## config.mk

```make
export PLATFORM = sky130hd
export DESIGN_NAME = spi_dev_rsp_arb
export DESIGN_NICKNAME = d
export VERILOG_FILES = /design/src/rtl/spi_dev_pkg.sv /design/src/rtl/spi_dev_cmd_match.sv /design/src/rtl/spi_dev_rsp_arb.sv
export SDC_FILE = /design/constraint.sdc
export NUM_CORES = 1
export LEC_CHECK = 0
export BUFFER_PORTS_ARGS = -buffer_cell sky130_fd_sc_hd__buf_2
export CAP_MARGIN = 20
export CORE_ASPECT_RATIO = 1.4
export CORE_MARGIN = 4
export CORE_UTILIZATION = 38
export DETAILED_ROUTE_END_ITERATION = 6
export PLACE_DENSITY_LB_ADDON = 0.25
export SYNTH_ARGS = -nofsm -noshare
export SYNTH_HDL_FRONTEND = slang
export SYNTH_SLANG_ARGS = --single-unit
```

## constraint.sdc

```tcl
create_clock -name clk -period 2 [get_ports clk]
set_input_delay 0.1 -clock clk [delete_from_list [all_inputs] [get_ports clk]]
set_output_delay 0.1 -clock clk [all_outputs]
set_load 0.02 [all_outputs]
```

## src/rtl/spi_dev_pkg.sv

```systemverilog
// Shared definitions for the SPI device response path: FSM state encoding
// and the default byte driven when no source owns the read path.
package spi_dev_pkg;

  typedef enum logic [1:0] {
    ST_IDLE   = 2'd0,
    ST_GRANT  = 2'd1,
    ST_ACTIVE = 2'd2
  } state_t;

  localparam logic [7:0] IDLE_BYTE_DEF = 8'hff;

endpackage

```

## src/rtl/spi_dev_cmd_match.sv

```systemverilog
// Command byte decoder: compares the wrapper write byte against every
// source's command byte and returns a one-hot grant (lowest index wins)
// plus a hit flag.
module spi_dev_cmd_match #(
  parameter int                     N_SRC     = 4,
  parameter logic [8*N_SRC-1:0]     CMD_BYTES = 32'h13121110
) (
  input  logic [7:0]       wdata,
  output logic [N_SRC-1:0] grant,
  output logic             hit
);

  // Priority scan: once a match is found, higher indices are ignored.
  always_comb begin
    grant = '0;
    hit   = 1'b0;
    for (int i = 0; i < N_SRC; i++) begin
      if (!hit && (wdata == CMD_BYTES[8*i +: 8])) begin
        grant[i] = 1'b1;
        hit      = 1'b1;
      end
    end
  end

endmodule

```

## src/rtl/spi_dev_rsp_arb.sv

```systemverilog
// Read-data arbiter for the SPI device protocol wrapper. The command byte of
// each transaction selects one response source, which owns pw_rdata until the
// transaction ends. One byte is prefetched from the owner into a holding
// register so pw_rdata is stable whenever the wrapper pulls a byte.
//
// Handshakes:
//   src_valid/src_ack : a source holds its byte on src_data while src_valid is
//                       high; a one-cycle src_ack means that byte was taken.
//   pw_rstb           : the wrapper consumed pw_rdata in this cycle; there is
//                       no back-pressure, so an empty holding register is an
//                       underrun.
//
// Optional build macro SPI_DEV_RSP_UNDERRUN_CNT_EN enables the saturating
// underrun counter; otherwise underrun_cnt is tied to zero.
module spi_dev_rsp_arb
  import spi_dev_pkg::*;
#(
  parameter int                 N_SRC     = 4,
  parameter logic [8*N_SRC-1:0] CMD_BYTES = 32'h13121110,
  parameter logic [7:0]         IDLE_BYTE = IDLE_BYTE_DEF
) (
  input  logic               clk,
  input  logic               rst,
  input  logic [7:0]         pw_wdata,
  input  logic               pw_wcmd,
  input  logic               pw_wstb,
  input  logic               pw_end,
  output logic [7:0]         pw_rdata,
  input  logic               pw_rstb,
  output logic [N_SRC-1:0]   src_start,
  output logic [N_SRC-1:0]   src_sel,
  input  logic [8*N_SRC-1:0] src_data,
  input  logic [N_SRC-1:0]   src_valid,
  output logic [N_SRC-1:0]   src_ack,
  output logic               err_underrun,
  output logic [7:0]         underrun_cnt,
  output logic [1:0]         dbg_state
);

  state_t             state, state_nxt;
  logic [N_SRC-1:0]   sel_q, sel_nxt;
  logic               hold_valid;
  logic [7:0]         rdata_q;
  logic               err_q;
  logic [N_SRC-1:0]   match_grant;
  logic               match_hit;
  logic [7:0]         owner_data;
  logic               new_cmd, restart, owner_valid;
  logic               prefetch, consume, underrun;

  spi_dev_cmd_match #(
    .N_SRC     (N_SRC),
    .CMD_BYTES (CMD_BYTES)
  ) u_cmd_match (
    .wdata (pw_wdata),
    .grant (match_grant),
    .hit   (match_hit)
  );

  // A command byte always restarts arbitration, as if the transaction ended.
  assign new_cmd     = pw_wstb & pw_wcmd;
  assign restart     = new_cmd | pw_end;
  assign owner_valid = |(src_valid & sel_q);

  // Consume takes precedence over prefetch; a restart overrides both.
  assign consume  = (state == ST_ACTIVE) && pw_rstb && !restart;
  assign underrun = consume && !hold_valid;
  assign prefetch = (state == ST_ACTIVE) && !hold_valid && owner_valid &&
                    !pw_rstb && !restart;

  // Select the owner's response byte from the one-hot owner vector.
  always_comb begin
    owner_data = '0;
    for (int i = 0; i < N_SRC; i++) begin
      if (sel_q[i]) owner_data = owner_data | src_data[8*i +: 8];
    end
  end

  // FSM state and owner register.
  always_ff @(posedge clk or posedge rst) begin
    if (rst) begin
      state <= ST_IDLE;
      sel_q <= '0;
    end else begin
      state <= state_nxt;
      sel_q <= sel_nxt;
    end
  end

  // Next-state/owner decode and the per-source pulses.
  always_comb begin
    state_nxt = state;
    sel_nxt   = sel_q;
    if (new_cmd) begin
      state_nxt = match_hit ? ST_GRANT : ST_IDLE;
      sel_nxt   = match_hit ? match_grant : '0;
    end else if (pw_end) begin
      state_nxt = ST_IDLE;
      sel_nxt   = '0;
    end else if (state == ST_GRANT) begin
      state_nxt = ST_ACTIVE;
    end
    src_start = (state == ST_GRANT) ? sel_q : '0;
    src_ack   = prefetch ? sel_q : '0;
  end

  // Holding register, registered read byte and underrun pulse.
  always_ff @(posedge clk or posedge rst) begin
    if (rst) begin
      hold_valid <= 1'b0;
      rdata_q    <= IDLE_BYTE;
      err_q      <= 1'b0;
    end else begin
      err_q <= underrun;
      if (restart) begin
        hold_valid <= 1'b0;
        rdata_q    <= IDLE_BYTE;
      end else if (consume) begin
        if (hold_valid) hold_valid <= 1'b0;
        else            rdata_q    <= IDLE_BYTE;
      end else if (prefetch) begin
        hold_valid <= 1'b1;
        rdata_q    <= owner_data;
      end
    end
  end

`ifdef SPI_DEV_RSP_UNDERRUN_CNT_EN
  logic [7:0] cnt_q;

  // Saturating underrun counter, cleared only by reset.
  always_ff @(posedge clk or posedge rst) begin
    if (rst)                            cnt_q <= 8'h00;
    else if (underrun && cnt_q != 8'hff) cnt_q <= cnt_q + 8'd1;
  end

  assign underrun_cnt = cnt_q;
`else
  assign underrun_cnt = 8'h00;
`endif

  assign src_sel      = sel_q;
  assign pw_rdata     = rdata_q;
  assign err_underrun = err_q;
  assign dbg_state    = state;

endmodule

```

==> results of run 1 <==
==> stage by stage <==
step                      utilization  power (mW)
after floorplan                     -      0.3819
after global placement         0.5658      0.4259
after detailed placement       0.5658      0.4270
after CTS                      0.5791      0.5900
after global routing           0.6032      0.6221
final                          0.6032      0.5900
==> logic make-up after synthesis <==
| group | count (synthesis) |
|---|---|
| compound gates | 38 |
| buf+inv | 16 |
| flops | 16 |
| other cells | 1 |
| simple gates | 21 |
==> final cells by class <==
class                           instances  area [sq um]
Inverter                                3         11.26
Clock buffer                            3         22.52
Fill cell                             219         969.7
Tap cell                               34         42.54
Multi-Input combinational cell         67         523.0
Timing Repair Buffer                   82         462.9
Sequential cell                        16         411.6
==> worst paths after layout <==
kind | end | from | cells after the start | slack (ps)
min in group asynchronous | err_underrun | rst | 3 | 400
max in group asynchronous | dbg_state[0] | rst | 3 | 1210
setup / recovery | src_ack[1] | dbg_state[0] | 5 | -8
hold / removal | src_sel[0] | pw_wdata[1] | 2 | 20
hold reg to reg | pw_rdata[1] | pw_rdata[1] | 1 | 510
setup reg to reg | pw_rdata[0] | dbg_state[0] | 5 | 360
==> power by group through the flow <==
stage               sequential (mW)  combinational [mW]  clock [mW]
floorplan                     0.331              0.0513           0
global placement              0.330              0.0956           0
detailed placement            0.330              0.0968           0
CTS                           0.325              0.0987       0.167
global route                  0.325               0.109       0.188
finish                        0.325              0.0983       0.167
==> routing by layer <==
| metal | vias up | track usage | wire length [um] |
|---|---|---|---|
| li1 | 508 | - | - |
| met1 | 471 | 0.2038 | 1219 |
| met5 | - | 0 | 0 |
| met4 | 0 | 0.07407 | 56 |
| met2 | 67 | 0.2984 | 1393 |
| met3 | 6 | 0.03268 | 325 |
==> timing repair <==
item                                   CTS  global route
setup buffers                            0             3
hold buffers                             1             0
resized for setup                        0            13
cloned                                   0             0
pin swaps                                1             1
endpoints found under the hold margin    8             0
setup endpoints to repair                4             4
==> flip-flops by register name, summed over array words and instances, names as in the netlist <==
name / cells
src_sel: 4
err_underrun: 1
pw_rdata: 8
hold_valid: 1
dbg_state: 2
==> cell usage in the layout (no fill, tap or decap), drive strengths merged <==
cell type,n
a211oi,1
a21o,1
or2b,1
a32o,2
dlygate4sd3,1
dfrtp,8
a221oi,8
a32oi,1
inv,3
or4,1
a2111oi,1
buf,81
a22oi,2
a21oi,2
a22o,8
nand2,4
or4b,1
dfstp,8
nor4,1
nor2b,1
o221a,1
clkbuf,3
nor2,2
conb,8
o31ai,2
or3b,1
nor3,1
a2bb2oi,9
and2,8
==> summary.md, run 1 <==
| Metric | Value |
|---|---|
| CP Cell Sequence | or3b_4 > a2111oi_4 > buf_4 > and2_4 > buf_6 |
| RSZ-0062 raised after global routing | yes |
| Power Density | about 400 nW/um^2 |
| CP top delay family | simple AND/OR/NAND/NOR gates |
| WL final | around 3000 um |
| Worst Tran Pin Value | approximately 560 ps |
| Comb power frac | 0.167 |
| Compound-Gate Fraction of Synth Area | 0.3523 |
| WL per Instance | about 15 um |
| Min Hold Slack | approximately 24 ps |
| Placed Instances | 198 |
| Synth Instances | just over 90 |
| Flop pwr share | 0.550 |
| Cts bufs inserted | 3 |
| DP Area | 1383 sq um |
| Largest net degree at the start of global routing | 17 |
| Pleak | ~0.73 nW |
| Post-synthesis mux area share | 0 |
| Switch share | 0.2511 |
| Max Slew Vio Count | 0 |
| # DRC | 0 |
| Top_reg_cell synth | dfstp_2 |
| P_int | 0.4418 mW |
| I/O Buffers | 72 |
| Clock sinks | 16 |
| CP bufs+invs | 2 |
| Largest family of logic cells by synthesized area | compound AO/OA/AOI/OAI gates |
| Worst slew margin relative to its limit | 0.6279 |
| Synth area leaders | dfstp_2, dfrtp_1, a2bb2oi_1, a221oi_1, a22o_1 |
| Sequential share of the synthesized area | 0.4141 |
| Core Box Area | 2444 sq um |
| Adder-cell area share of the yosys netlist | 0 |
| Worst-path fanout max | 6 |
| Post-DRT Antenna Nets | 0 |
| Setup TNS | -25.07 ps |
| Syn. warnings | 0 |
| Total GRT Usage | 0.1713 |
| Die Y | approximately 68 um |
| Post-synthesis xor/xnor area fraction | 0 |
| Commonest cells in the netlist | a2bb2oi_1, buf_4 |
| Net Sw Power | 0.1482 mW |
| P&R area growth vs syn | 48.74% |
| DP Worst Slack | between 150 and 200 ps |
| Outcome | complete, but fails checks |
| Cell Area, Synth | approximately 1000 sq um |
| Die area | roughly 3500 sq um |
| WP data arrival | around 1900 ps |
| Clock Skews | between 6 and 7 ps |
| Largest area contributor in the netlist | dfstp_2 |
| CP peak stage delay | about 440 ps |
| Synth async-reset ratio | 1.000 |
| Vias post-DR | between 1k and 1.5k |
| Synth Area per Inst | around 11 sq um |
| Clock power share | 0.283 |
| CP Capture Type | output port |
| Clock slew at reported path FFs | approximately 90 ps |
| Congestion Overflow GR | 0 |
| Final setup violation count | 4 |
| Achievable Freq | about 500 MHz |
| DP HPWL | between 2000 and 2500 um |
| GP Congestion | 0.7763 |
| Post-synthesis cell type count | 28 |
| Hold WC Path Type | input pin to flip-flop |
| DR vias/cell | around 5.1 |
| CTS tree | done |
| Startpoint types | flip-flop |
| Die W | approximately 51 um |
| Drt first pass iters | 4 |
| Maxcap violations | 0 |
| Final std cells w/o fill | 205 |
| Vias in the first global route | roughly 1.0k |
| Crit share post-route | 1.004 |
| H-tree depth | 1 |
| Cell Rows | 21 |
| Clk_lat worst skew | slightly below 300 ps |
| Clk buf depth | 2 |
| First-pass GRT wire length | 4505 um |
| Clock Root Buffer | clkbuf_4 |
| Worst Path Required | ~1900 ps |
| NumNets Final | 223 |
| Final Cell Area | between 1000 and 1500 sq um |
| # IOs | 81 |
| Count of state elements after synthesis | 16 |
| Antenna diodes | 0 |
| Share of layout cells above drive strength 1 | 0.6023 |
| Synth Area in Simple Gates | 0.1351 |
| Final min period | 2008 ps |
| Initial drt markers | 19 |
| Top-area cell type share of the netlist area | 0.2121 |
| Antenna violations before repair | 0 |
| Final worst slack | -7.941 ps |
| EDFF count, synth | 0 |
| Fin. Hold Viols | 0 |
| Max VDD drop | ~0.32 mV |
| Worst path slowest cell | dfrtp_2 |
| Starting Density | 0.4055 |
| Critical path class | flip-flop to output port |
| Failing checks | setup timing |
Note: power is estimated with default switching activity, not from simulation.
==> inputs of run 2 (changes only) <==
Settings changed: CORE_UTILIZATION 38 to 41.
Clock period 2 ns to 2.5 ns, I/O delays scaled along.
==> summary.md, run 2 (synthesized netlist as in run 1, its figures left out) <==
| Metric | Value |
|---|---|
| Cts bufs inserted | 3 (unchanged) |
| Starting Density | 0.4400 (+0.03447) |
| Worst-path fanout max | 13 (+7) |
| P_int | 0.3592 mW (-19%) |
| Die Y | 66.17 um (-3.3%) |
| Flop pwr share | 0.546 (-0.004) |
| WL final | 2988 um (-0.20%) |
| DR vias/cell | 5.487 (+6.9%) |
| Min Hold Slack | 34.69 ps (+11.04 ps) |
| Power Density | 346.3 nW/um^2 (-13%) |
| Cell Rows | 20 (-4.8%) |
| Largest net degree at the start of global routing | 17 (unchanged) |
| Die area | 3279 sq um (-6.3%) |
| Fin util | 0.6100 (+0.006825) |
| H-tree depth | 1 (unchanged) |
| Worst reg2reg path depth | 3 (-2) |
| Worst slew margin relative to its limit | 0.5589 (-0.06904) |
| First-pass GRT wire length | 4933 um (+9.5%) |
| Antenna diodes | 0 (unchanged) |
| Cell count along the critical path | 4 (-1) |
| Largest register FFs | 8 (unchanged) |
| NumNets Final | 216 (-3.1%) |
| Pleak | 0.6843 nW (-5.9%) |
| Max VDD drop | 0.2917 mV (-8.2%) |
| WL per Instance | 15.98 um (+9.4%) |
| # IOs | 81 (unchanged) |
| Clk_lat worst skew | 280 ps (about the same) |
| Drt first pass iters | 4 (unchanged) |
| Core Box Area | 2252 sq um (-7.8%) |
| Initial drt markers | 21 (+2) |
| Vias in the first global route | 1050 (+1.3%) |
| Clk buf depth | 2 (unchanged) |
| Clock Skews | 13.37 ps (+6.682 ps) |
| CP peak stage delay | 720 ps (+280 ps) |
| Clock sinks | 16 (unchanged) |
| Fin. Hold Viols | 0 (unchanged) |
| WP data arrival | 2220 ps (+310 ps) |
| Cell count of the worst hold path | 2 (unchanged) |
| # DRC | 0 (unchanged) |
| CP top delay family | compound AO/OA/AOI/OAI gates |
| CP Cell Sequence | a22oi_1 > a2111oi_4 > and2_1 > buf_2 |
| Share of layout cells above drive strength 1 | 0.5515 (-0.05082) |
| Final Cell Area | 1374 sq um (-6.8%) |
| Achievable Freq | 425.6 MHz |
| Total GRT Usage | 0.1969 (+0.02558) |
| Post-DRT Antenna Nets | 0 (unchanged) |
| Critical path class | flip-flop to output port |
| CP Capture Type | output port |
| Startpoint types | flip-flop |
| Max Slew Vio Count | 0 (unchanged) |
| I/O Buffers | 72 (unchanged) |
| Outcome | finished clean |
| Switch share | 0.2451 (-0.006058) |
| Most frequent cells in the layout | buf_2, a2bb2oi_1 |
| RSZ-0062 raised after global routing | no |
| CTS tree | done |
| Setup TNS | 0 ps (+25.07 ps) |
| Hold WC Path Type | input pin to flip-flop |
| Final min period | around 2300 ps |
| DP HPWL | 2407 um (-0.41%) |
| Worst Path Required | 2380 ps (+480 ps) |
| Net Sw Power | 0.1166 mW (-21%) |
| PostCTS Resize Cnt | 0 (unchanged) |
| Worst path slowest cell | a2111oi_4 |
| P&R area growth vs syn | 38.64% |
| Maxcap violations | 0 (unchanged) |
| CP bufs+invs | 1 (-1) |
| Worst Tran Pin Value | 661.7 ps (+104.2 ps) |
| Antenna violations before repair | 0 (unchanged) |
| Congestion Overflow GR | 0 (unchanged) |
| Comb power frac | 0.167 (about the same) |
| GP Congestion | 0.8958 (+15%) |
| DP Area | 1338 sq um (-3.3%) |
| Commonest non-fill, non-tap cell in the layout | buf_2 |
| Clock Root Buffer | clkbuf_4 |
| Clock power share | 0.287 (+0.004) |
| Crit share post-route | 0.9397 |
| Clock slew at reported path FFs | 90 ps (about the same) |
| Die W | 49.55 um (-3.1%) |
| Vias post-DR | 1026 (-2.5%) |
| Final setup violation count | 0 (-4) |
## run 2: worst paths after layout
kind | startpoint | endpoint | slack [ps]
setup / recovery | src_sel[1] | src_ack[2] | 150
hold / removal | pw_wdata[1] | src_sel[0] | 30
setup reg to reg | src_sel[1] | pw_rdata[1] | 660
hold reg to reg | pw_rdata[7] | pw_rdata[7] | 500
max in group asynchronous | rst | pw_rdata[4] | 1670
min in group asynchronous | rst | hold_valid | 430
## run 2: metrics by stage
| step | power [mW] | cells | worst slack (ps) |
|---|---|---|---|
| CTS | 0.4823 | 187 | 86.83 |
| global route | 0.5068 | 187 | 2.915 |
| detailed placement | 0.3425 | 182 | 385.2 |
| global placement | 0.3419 | 182 | 491.2 |
| floorplan | 0.3055 | 99 | 682.7 |
| finish | 0.4758 | 187 | 150.6 |
## run 2: what timing repair did
item | CTS | global route
hold endpoints to repair | 8 | 0
hold buffers | 1 | 0
setup buffers | 0 | 0
endpoints found under the setup margin | 0 | 4
## run 2: final cells by class
class / instances / area (sq um)
flip-flops and latches: 16 / 410.4
multi-input cells: 67 / 513.0
repair buffers: 75 / 385.4
clock buffers: 4 / 26.28
fillers: 216 / 878.3
inverters: 3 / 11.26
well taps: 22 / 27.53
## run 2: power by group through the flow
stage               Sequential [mW]  Combinational [mW]  Clock, mW
detailed placement            0.264              0.0781          0
floorplan                     0.265              0.0410          0
global placement              0.264              0.0775          0
finish                        0.260              0.0794      0.137
global route                  0.260              0.0877      0.159
CTS                           0.260              0.0796      0.143
## run 2: per-layer routing
layer / vias to the layer above / routed length [um] / part of all wire / GRT usage
li1: 498 / - / - / -
met1: 461 / 1221 / 0.41 / 0.2232
met2: 63 / 1414 / 0.47 / 0.3460
met3: 4 / 309 / 0.10 / 0.04966
met4: 0 / 42 / 0.014 / 0.08304
met5: - / 0 / 0 / 0
